## src/rtl/seven_seg_capture.sv

```systemverilog
// Receive side of a multiplexed active-low seven-segment bus: decodes each scanned digit
// back to a hex nibble and assembles complete display frames, flagging bad patterns and stalls.
module seven_seg_capture #(
    parameter int unsigned NUM_DIGITS     = 4,
    parameter int unsigned STABLE_CYCLES  = 4,
    parameter int unsigned TIMEOUT_CYCLES = 1000000
) (
    input  logic                    clk,
    input  logic                    rst_n,
    input  logic [6:0]              seg_in,
    input  logic [NUM_DIGITS-1:0]   dig_en_n,
    output logic [4*NUM_DIGITS-1:0] value,
    output logic                    value_valid,
    output logic                    digit_err,
    output logic [NUM_DIGITS-1:0]   blank_mask,
    output logic                    timeout
);

    localparam int unsigned SW = (STABLE_CYCLES > 2) ? $clog2(STABLE_CYCLES) : 1;
    localparam int unsigned TW = $clog2(TIMEOUT_CYCLES + 1);
    localparam int unsigned IW = (NUM_DIGITS > 1) ? $clog2(NUM_DIGITS) : 1;

    localparam logic [SW-1:0] StableLast = SW'(STABLE_CYCLES - 1);
    localparam logic [TW-1:0] TimeoutLim = TW'(TIMEOUT_CYCLES);

    logic [6:0]              seg_s1_q, seg_s2_q, seg_prev_q;
    logic [NUM_DIGITS-1:0]   en_s1_q, en_s2_q, en_prev_q;
    logic [SW-1:0]           stab_q, stab_d;
    logic                    latched_q, latched_d;
    logic [NUM_DIGITS-1:0]   mask_q, mask_d;
    logic [4*NUM_DIGITS-1:0] nib_q, nib_d;
    logic [NUM_DIGITS-1:0]   blank_q, blank_d;
    logic [NUM_DIGITS-1:0]   err_q, err_d;
    logic [TW-1:0]           tcnt_q, tcnt_d;
    logic                    timeout_q, timeout_d;
    logic [4*NUM_DIGITS-1:0] value_q, value_d;
    logic                    valid_q, valid_d;
    logic                    derr_q, derr_d;
    logic [NUM_DIGITS-1:0]   bmask_q, bmask_d;

    logic [NUM_DIGITS-1:0] en_low;
    logic                  one_low, same, stable, capture, frame_done, tmo_fire;
    logic [IW-1:0]         dig_idx;
    logic [3:0]            dec_nib;
    logic                  dec_blank, dec_err;

    assign en_low     = ~en_s2_q;
    assign one_low    = (en_low != '0) && ((en_low & (en_low - NUM_DIGITS'(1))) == '0);
    assign same       = (seg_s2_q == seg_prev_q) && (en_s2_q == en_prev_q);
    assign stable     = same && one_low;
    // The latch keeps a digit that stays on the bus from being captured again.
    assign capture    = stable && (stab_q == StableLast) && !latched_q;
    assign frame_done = &mask_q;

    always_comb begin
        dig_idx = '0;
        for (int i = 0; i < NUM_DIGITS; i++) begin
            if (en_low[i]) begin
                dig_idx = IW'(i);
            end
        end
    end

    always_comb begin
        dec_nib   = 4'h0;
        dec_blank = 1'b0;
        dec_err   = 1'b0;
        case (seg_s2_q)
            7'b1000000: dec_nib = 4'h0;
            7'b1111001: dec_nib = 4'h1;
            7'b0100100: dec_nib = 4'h2;
            7'b0110000: dec_nib = 4'h3;
            7'b0011001: dec_nib = 4'h4;
            7'b0010010: dec_nib = 4'h5;
            7'b0000010: dec_nib = 4'h6;
            7'b1111000: dec_nib = 4'h7;
            7'b0000000: dec_nib = 4'h8;
            7'b0010000: dec_nib = 4'h9;
            7'b0001000: dec_nib = 4'hA;
            7'b0000011: dec_nib = 4'hB;
            7'b1000110: dec_nib = 4'hC;
            7'b0100001: dec_nib = 4'hD;
            7'b0000110: dec_nib = 4'hE;
            7'b0001110: dec_nib = 4'hF;
            7'b1111111: dec_blank = 1'b1;
            default:    dec_err = 1'b1;
        endcase
    end

    always_comb begin
        stab_d    = stab_q;
        latched_d = latched_q;
        if (!stable) begin
            stab_d    = '0;
            latched_d = 1'b0;
        end else begin
            if (stab_q != StableLast) begin
                stab_d = stab_q + SW'(1);
            end
            if (capture) begin
                latched_d = 1'b1;
            end
        end

        tcnt_d    = capture ? '0 : ((tcnt_q == TimeoutLim) ? TimeoutLim : tcnt_q + TW'(1));
        tmo_fire  = !capture && (tcnt_d == TimeoutLim);
        timeout_d = capture ? 1'b0 : (tmo_fire ? 1'b1 : timeout_q);

        mask_d  = mask_q;
        nib_d   = nib_q;
        blank_d = blank_q;
        err_d   = err_q;
        if (frame_done || tmo_fire) begin
            mask_d = '0;
        end
        // Capture is applied last so it survives a same-cycle clear.
        if (capture) begin
            mask_d[dig_idx]           = 1'b1;
            nib_d[4*dig_idx +: 4]     = dec_nib;
            blank_d[dig_idx]          = dec_blank;
            err_d[dig_idx]            = dec_err;
        end

        valid_d = frame_done;
        value_d = frame_done ? nib_q : value_q;
        bmask_d = frame_done ? blank_q : bmask_q;
        derr_d  = frame_done ? |err_q : derr_q;
    end

    always_ff @(posedge clk) begin
        if (!rst_n) begin
            seg_s1_q   <= 7'h7F;
            seg_s2_q   <= 7'h7F;
            seg_prev_q <= 7'h7F;
            en_s1_q    <= '1;
            en_s2_q    <= '1;
            en_prev_q  <= '1;
            stab_q     <= '0;
            latched_q  <= 1'b0;
            mask_q     <= '0;
            nib_q      <= '0;
            blank_q    <= '0;
            err_q      <= '0;
            tcnt_q     <= '0;
            timeout_q  <= 1'b0;
            value_q    <= '0;
            valid_q    <= 1'b0;
            derr_q     <= 1'b0;
            bmask_q    <= '0;
        end else begin
            seg_s1_q   <= seg_in;
            seg_s2_q   <= seg_s1_q;
            seg_prev_q <= seg_s2_q;
            en_s1_q    <= dig_en_n;
            en_s2_q    <= en_s1_q;
            en_prev_q  <= en_s2_q;
            stab_q     <= stab_d;
            latched_q  <= latched_d;
            mask_q     <= mask_d;
            nib_q      <= nib_d;
            blank_q    <= blank_d;
            err_q      <= err_d;
            tcnt_q     <= tcnt_d;
            timeout_q  <= timeout_d;
            value_q    <= value_d;
            valid_q    <= valid_d;
            derr_q     <= derr_d;
            bmask_q    <= bmask_d;
        end
    end

    assign value       = value_q;
    assign value_valid = valid_q;
    assign digit_err   = derr_q;
    assign blank_mask  = bmask_q;
    assign timeout     = timeout_q;

endmodule
```

## config.mk

```make
export PLATFORM = sky130hd
export DESIGN_NAME = seven_seg_capture
export DESIGN_NICKNAME = d
export VERILOG_FILES = /design/src/rtl/seven_seg_capture.sv
export SDC_FILE = /design/constraint.sdc
export NUM_CORES = 1
export LEC_CHECK = 0
export CAP_MARGIN = 10
export CORE_MARGIN = 2
export CORE_UTILIZATION = 37
export DETAILED_ROUTE_END_ITERATION = 6
export SETUP_SLACK_MARGIN = 0.02
export SLEW_MARGIN = 20
export SYNTH_ARGS = -nofsm -noshare
export SYNTH_HDL_FRONTEND = slang
export SYNTH_SLANG_ARGS = --single-unit
```

## constraint.sdc

```tcl
create_clock -name clk -period 3.9 [get_ports clk]
set_input_delay 0.975 -clock clk [delete_from_list [all_inputs] [get_ports clk]]
set_output_delay 0.975 -clock clk [all_outputs]
set_load 0.005 [all_outputs]
```

==> impl_metrics.py, run 1 <==
metrics = {
    "clock_tree": {
        "clk_path_buf_depth": 2,
        "cts_setup_buffers": 0,
        "cts_buffers": 9,
        "clk_latency_ns": 0.35,
        "post_cts_resized": 0,
        "ctsHoldBuffers": 0,
        "cts-root-buf": "clkbuf_16",
        "htreeDepth": 3,
        "cts_sinks": 107,
        "cts.clk_slew.worst_paths_ns": 0.07,
        "cts_tree": "yes",
    },
    "timing": {
        "setup_slack_ns": 1.04,
        "rsz0062_at_grt": "no",
        "tns_ns": 0,
        "setup_viol": 0,
        "drv_slew": 0,
        "worst_pin_slew_ns": 0.783,
        "hold_viol": 0,
        "fin_crit_sh": 0.734,
        "finClkSkew_ns": 0.00897,
        "relSlewSlack": 0.474,
        "finalCriticalPeriod_ns": 2.86,
        "max_freq_ghz": 0.349,
    },
    "placement": {
        "hpwl_um": 6310,
        "place_congestion": 0.832,
        "dp_cells": 689,
        "dp_slack_ns": 1.13,
        "numPortBuffers": 35,
    },
    "worst_setup_path": {
        "crit_path_top_delay_cell": "o41ai_1",
        "max_stage_delay_ns": 0.58,
        "critical_path_class": "reg -> reg",
        "timing.rr.end": "mask_q[1]",
        "start_kind": "flop",
        "crit_arrival_ns": 3.06,
        "worstRegToRegCells": 8,
        "r2r_start": "tcnt_q[0]",
        "ff2ff_setup_slack_ns": 1.04,
        "cp.required_ns": 4.10,
        "cp_max_fo": 8,
        "path_cells": "ha_1 > nand3_1 > nor2_1 > nand2_1 > xor2_1 > o31a_1 > o41ai_1 > a21oi_1",
        "worstSetupEndpointType": "flop",
    },
    "status": {
        "status": "finished, final reports clean",
    },
    "finish": {
        "syn2layout_area_growth_pct": 17.0,
        "nets": 577,
        "layout-drive-gt1-share": 0.0412,
        "fin_cells": 705,
        "nFillCells": 1175,
        "n_antenna_cell": 0,
    },
    "die": {
        "core_um2": 12000,
        "dieArea_um2": 13200,
        "num_rows": 40,
        "pin_count": 36,
        "die_x_um": 115,
        "initial_core_util": 0.379,
        "die_h_um": 115,
    },
    "power_and_ir_drop": {
        "p_sw_mw": 0.458,
        "switching_share": 0.210,
        "leakage_nw": 1.95,
        "seq_power_share": 0.516,
        "ir_drop_mv": 0.207,
        "p_int_mw": 1.73,
        "power.density_nw_per_um2": 410,
        "p_comb_frac": 0.044,
        "p_clk_frac": 0.440,
    },
    "hold_path": {
        "hold_end": "seg_s2_q[1]",
        "hold_depth": 1,
        "hp-class": "reg -> reg",
        "hp-start": "seg_s1_q[1]",
    },
    "routing": {
        "viasPerCell": 4.97,
        "drtAntennaViolNets": 0,
        "drt-total-wl_um": 8960,
        "wire_per_inst_um": 12.7,
        "num_vias": 3501,
        "firstDrtPassIters": 4,
        "drtIter0Drc": 218,
        "drcViolationCount": 0,
    },
    "logic_synthesis": {
        "synth.net_count": 554,
        "ys_seq_elements": 107,
        "ys_top_cells_by_area": "dfxtp_1 47%, nand2_1 7.1%, nor2_1 4.9%",
        "ys.flop_type": "dfxtp_1",
        "synth_top_cells_by_count": "107 x dfxtp_1, 86 x nand2_1, 60 x nor2_1, 37 x a21oi_1, 35 x nand2b_1",
        "synth-edff-count": 0,
        "yosys_warnings": 0,
        "synth_cell_types": 51,
        "synth_seq_area_share": 0.470,
        "async_flop_share": 0,
        "yosysMostFrequentCell": "dfxtp_1",
        "netlist_instances": 531,
        "synth_area_um2": 4550,
        "yosysTopAreaCellShare": 0.470,
        "yosysTopAreaCell": "dfxtp_1",
        "avgSynthCellArea_um2": 8.58,
    },
    "global_route": {
        "grt_max_degree": 47,
        "grt_pass1_wl_um": 15300,
        "gr-usage-all-layers": 0.143,
        "overflow": 0,
        "antenna_found_initial": 0,
        "grt_pass1_vias": 3277,
    },
    "run": {
        "drv_cap": 0,
    },
}
## per-stage QoR
step	hold WS [ns]	instance area [µm²]	total power, mW	util
detailed placement	0.391	5000	1.25	0.416
CTS	0.408	5320	2.22	0.443
global placement	0.390	5000	1.25	0.416
global route	0.427	5330	2.27	0.444
floorplan	0.386	4550	1.22	-
finish	0.404	5330	2.19	0.444
## registers in the layout, summed over array words and instances, names as in the netlist
| signal | flops |
|---|---|
| tcnt_q | 20 |
| nib_q | 16 |
| value | 16 |
| seg_prev_q | 7 |
| seg_s1_q | 7 |
| seg_s2_q | 7 |
| blank_mask | 4 |
| blank_q | 4 |
| en_prev_q | 4 |
| en_s1_q | 4 |
| en_s2_q | 4 |
| err_q | 4 |
| mask_q | 4 |
| stab_q | 2 |
| digit_err | 1 |
| latched_q | 1 |
| timeout | 1 |
| value_valid | 1 |
## final cells by class
| type | count | area [µm²] | area share |
|---|---|---|---|
| clock buffers | 11 | 243 | 0.0456 |
| well taps | 147 | 184 | 0.0345 |
| inverters | 13 | 48.8 | 0.00916 |
| repair buffers | 37 | 369 | 0.0693 |
| clock inverters | 4 | 75.1 | 0.0141 |
| flip-flops and latches | 107 | 2140 | 0.402 |
| multi-input cells | 386 | 2270 | 0.425 |
## routing by layer
| layer | global-route usage | vias to the layer above | part of all wire |
|---|---|---|---|
| met3 | 0.0369 | 12 | 0.031 |
| li1 | - | 1829 | - |
| met2 | 0.232 | 53 | 0.46 |
| met5 | 0 | - | 0 |
| met4 | 0.0546 | 0 | 0.018 |
| met1 | 0.185 | 1607 | 0.49 |
## logic make-up (layout without fill, tap and decap cells)
logic type	after synthesis	count (layout)	synth area share
AO/OA/AOI/OAI	66	66	0.0846
XOR/XNOR	30	30	0.0577
adder cells (fa/ha/maj)	10	10	0.0275
buffers and inverters	38	65	0.0321
flip-flops	107	107	0.470
multiplexers	19	19	0.0418
AND/OR/NAND/NOR	261	261	0.286
## power by group through the flow
stage	Sequential (mW)	Combinational, mW	Clock, mW
floorplan	1.14	0.0763	0
global placement	1.15	0.0959	0
detailed placement	1.15	0.0968	0
CTS	1.13	0.0975	0.991
global route	1.13	0.109	1.03
finish	1.13	0.0965	0.962
## cell usage in the layout, fill, tap and decap left out, types with 2 or more instances in the layout
cell type,Yosys,final
dfxtp_1,107,107
nand2_1,86,86
nor2_1,60,60
a21oi_1,37,37
nand2b_1,35,35
clkdlybuf4s50_1,0,35
mux2i_1,19,19
xor2_1,18,18
nand3_1,14,14
inv_1,12,12
xnor2_1,12,12
ha_1,10,10
clkbuf_16,0,9
nor3_1,8,8
nor2b_1,8,8
o21ai_0,8,8
nand4_1,7,7
or3_1,7,7
and3_1,6,6
nor4_1,6,6
nand3b_1,4,4
nor3b_1,4,4
a31oi_1,3,3
and4_1,3,3
or3b_1,2,2
o22ai_1,2,2
o41ai_1,2,2
or4_1,2,2
nor4bb_1,2,2
a22oi_1,2,2
bufinv_16,0,2
clkinvlp_4,0,2
## worst max-delay path: cells and delay by family (launching register included)
family | cells | cell delay (ns)
xor+xnor | 1 | 0.18
simple gates | 3 | 0.77
compound gates | 3 | 0.99
fa+ha+maj | 1 | 0.31
flops | 1 | 0.46
## worst max path at each step
stage                   start   endpoint  slack [ns]  cells past startpoint
floorplan           tcnt_q[0]  mask_q[0]        1.53                      8
global placement    tcnt_q[0]  mask_q[0]        1.19                      8
detailed placement  tcnt_q[0]  mask_q[1]        1.13                      8
CTS                 tcnt_q[0]  mask_q[1]        1.08                      8
global route        tcnt_q[0]  mask_q[1]        0.86                      8
finish              tcnt_q[0]  mask_q[1]        1.04                      8
No activity file was read; power rests on OpenSTA's default activity.
==> run 2, diff against run 1 <==
==> constraint.sdc (replaced) <==
create_clock -name clk -period 2.3 [get_ports clk]
set_input_delay 0.575 -clock clk [delete_from_list [all_inputs] [get_ports clk]]
set_output_delay 0.575 -clock clk [all_outputs]
set_load 0.005 [all_outputs]
==> impl_metrics.py, run 2 (synthesis gave the netlist of run 1 again) <==
metrics = {
    "clock_tree": {
        "cts_sinks": 107,
        "cts-root-buf": "clkbuf_16",
        "cts_buffers": 9,
        "cts_tree": "yes",
        "htreeDepth": 3,
        "cts.clk_slew.worst_paths_ns": 0.07,
        "clk_latency_ns": 0.35,
        "clk_path_buf_depth": 2,
    },
    "worst_setup_path": {
        "crit_arrival_ns": 2.50,
        "crit_path_top_delay_cell": "or3b_2",
        "cp.required_ns": 2.58,
        "max_stage_delay_ns": 0.50,
        "path_cells": "or3b_2 > o22a_1 > o21ai_0 > o2bb2ai_1 > or3b_1 > a21oi_1",
        "start_kind": "flop",
        "worstSetupEndpointType": "flop",
        "worstRegToRegCells": 6,
        "cp_max_fo": 7,
        "critical_path_class": "reg -> reg",
    },
    "global_route": {
        "overflow": 0,
        "antenna_found_initial": 0,
        "grt_pass1_wl_um": 16400,
        "grt_pass1_vias": 3604,
        "gr-usage-all-layers": 0.154,
        "grt_max_degree": 47,
    },
    "power_and_ir_drop": {
        "p_int_mw": 2.86,
        "seq_power_share": 0.512,
        "power.density_nw_per_um2": 645,
        "p_clk_frac": 0.431,
        "leakage_nw": 2.20,
        "ir_drop_mv": 0.489,
        "p_sw_mw": 0.844,
        "p_total_mw": 3.70,
        "switching_share": 0.228,
        "p_comb_frac": 0.057,
    },
    "timing": {
        "fin_crit_sh": 0.964,
        "finalCriticalPeriod_ns": 2.22,
        "setup_viol": 0,
        "hold_viol": 0,
        "drv_slew": 0,
        "max_freq_ghz": 0.451,
        "finClkSkew_ns": 0.0133,
        "relSlewSlack": 0.635,
        "worst_pin_slew_ns": 0.540,
        "rsz0062_at_grt": "yes",
    },
    "finish": {
        "finish.utilization": 0.478,
        "nets": 619,
        "largest-register": "tcnt_q",
        "n_antenna_cell": 0,
        "mostFrequentLayoutCells": "104 x dfxtp_1, 86 x nand2_1, 58 x nor2_1",
        "largest_register_ffs": 20,
        "final_common_cell": "dfxtp_1",
        "syn2layout_area_growth_pct": 26.2,
        "layout-drive-gt1-share": 0.135,
    },
    "die": {
        "initial_core_util": 0.379,
        "pin_count": 36,
        "num_rows": 40,
        "die_x_um": 115,
        "core_um2": 12000,
        "die_h_um": 115,
        "dieArea_um2": 13200,
    },
    "placement": {
        "numPortBuffers": 35,
        "hpwl_um": 6780,
        "place_congestion": 0.898,
    },
    "routing": {
        "wire_per_inst_um": 12.5,
        "drtIter0Drc": 170,
        "dr.max_layer_used": "met4",
        "drt-total-wl_um": 9370,
        "firstDrtPassIters": 4,
        "route.layer.met1.wl_um": 4530,
        "wl_met3_um": 352,
        "wl_met2_um": 4390,
        "drtAntennaViolNets": 0,
        "drcViolationCount": 0,
        "num_vias": 3733,
        "viasPerCell": 4.99,
    },
    "run": {
        "drv_cap": 0,
    },
    "hold_path": {
        "hp-class": "reg -> reg",
        "hold_depth": 1,
    },
    "status": {
        "status": "finished, final reports clean",
    },
}
-- run 2: worst paths after layout --
path	startpoint	endpoint	slack (ns)
setup / recovery	seg_s2_q[1]	nib_q[2]	0.08
hold reg to reg	en_s1_q[1]	en_s2_q[1]	0.41
hold / removal	en_s1_q[1]	en_s2_q[1]	0.41
setup reg to reg	seg_s2_q[1]	nib_q[2]	0.08
-- run 2: critical path, delay by kind of cell (launching register included) --
kind / cells / cell delay, ns
compound gates: 4 / 0.80
flops: 1 / 0.45
simple gates: 2 / 0.90
-- run 2: layout make-up --
type | count | area (µm²)
Clock inverter | 6 | 70.1
Clock buffer | 10 | 239
Timing Repair Buffer | 79 | 693
Tap cell | 147 | 184
Inverter | 13 | 48.8
Fill cell | 1147 | 6270
Sequential cell | 107 | 2150
Multi-Input combinational cell | 386 | 2360
-- run 2: routing by layer --
metal	track usage	vias up
li1	-	1917
met1	0.196	1738
met2	0.255	68
met3	0.0337	10
met4	0.0627	0
met5	0	-
-- run 2: per-stage QoR --
step	instance area, µm²	worst slack [ns]	cells	setup TNS [ns]	hold slack (ns)
finish	5750	0.0836	748	0	0.406
global route	5750	0.000703	748	0	0.428
CTS	5670	0.0370	747	0	0.408
detailed placement	5320	-0.0477	727	-0.0477	0.391
global placement	5320	0.0366	727	0	0.389
floorplan	4570	0.0300	531	0	0.386
-- run 2: repair_timing --
action	in CTS	in global routing
pin swaps	4	3
endpoints found under the setup margin	5	24
hold buffers	0	0
setup buffers	4	1
resized for setup	3	12
endpoints found under the hold margin	0	0
-- run 2: power groups by stage --
stage	combinational [mW]	clock [mW]	sequential (mW)
3_5_place_dp	0.208	0	1.94
3_3_place_gp	0.205	0	1.94
4_1_cts	0.210	1.65	1.90
2_1_floorplan	0.130	0	1.94
6_report	0.210	1.60	1.90
5_1_grt	0.238	1.73	1.90
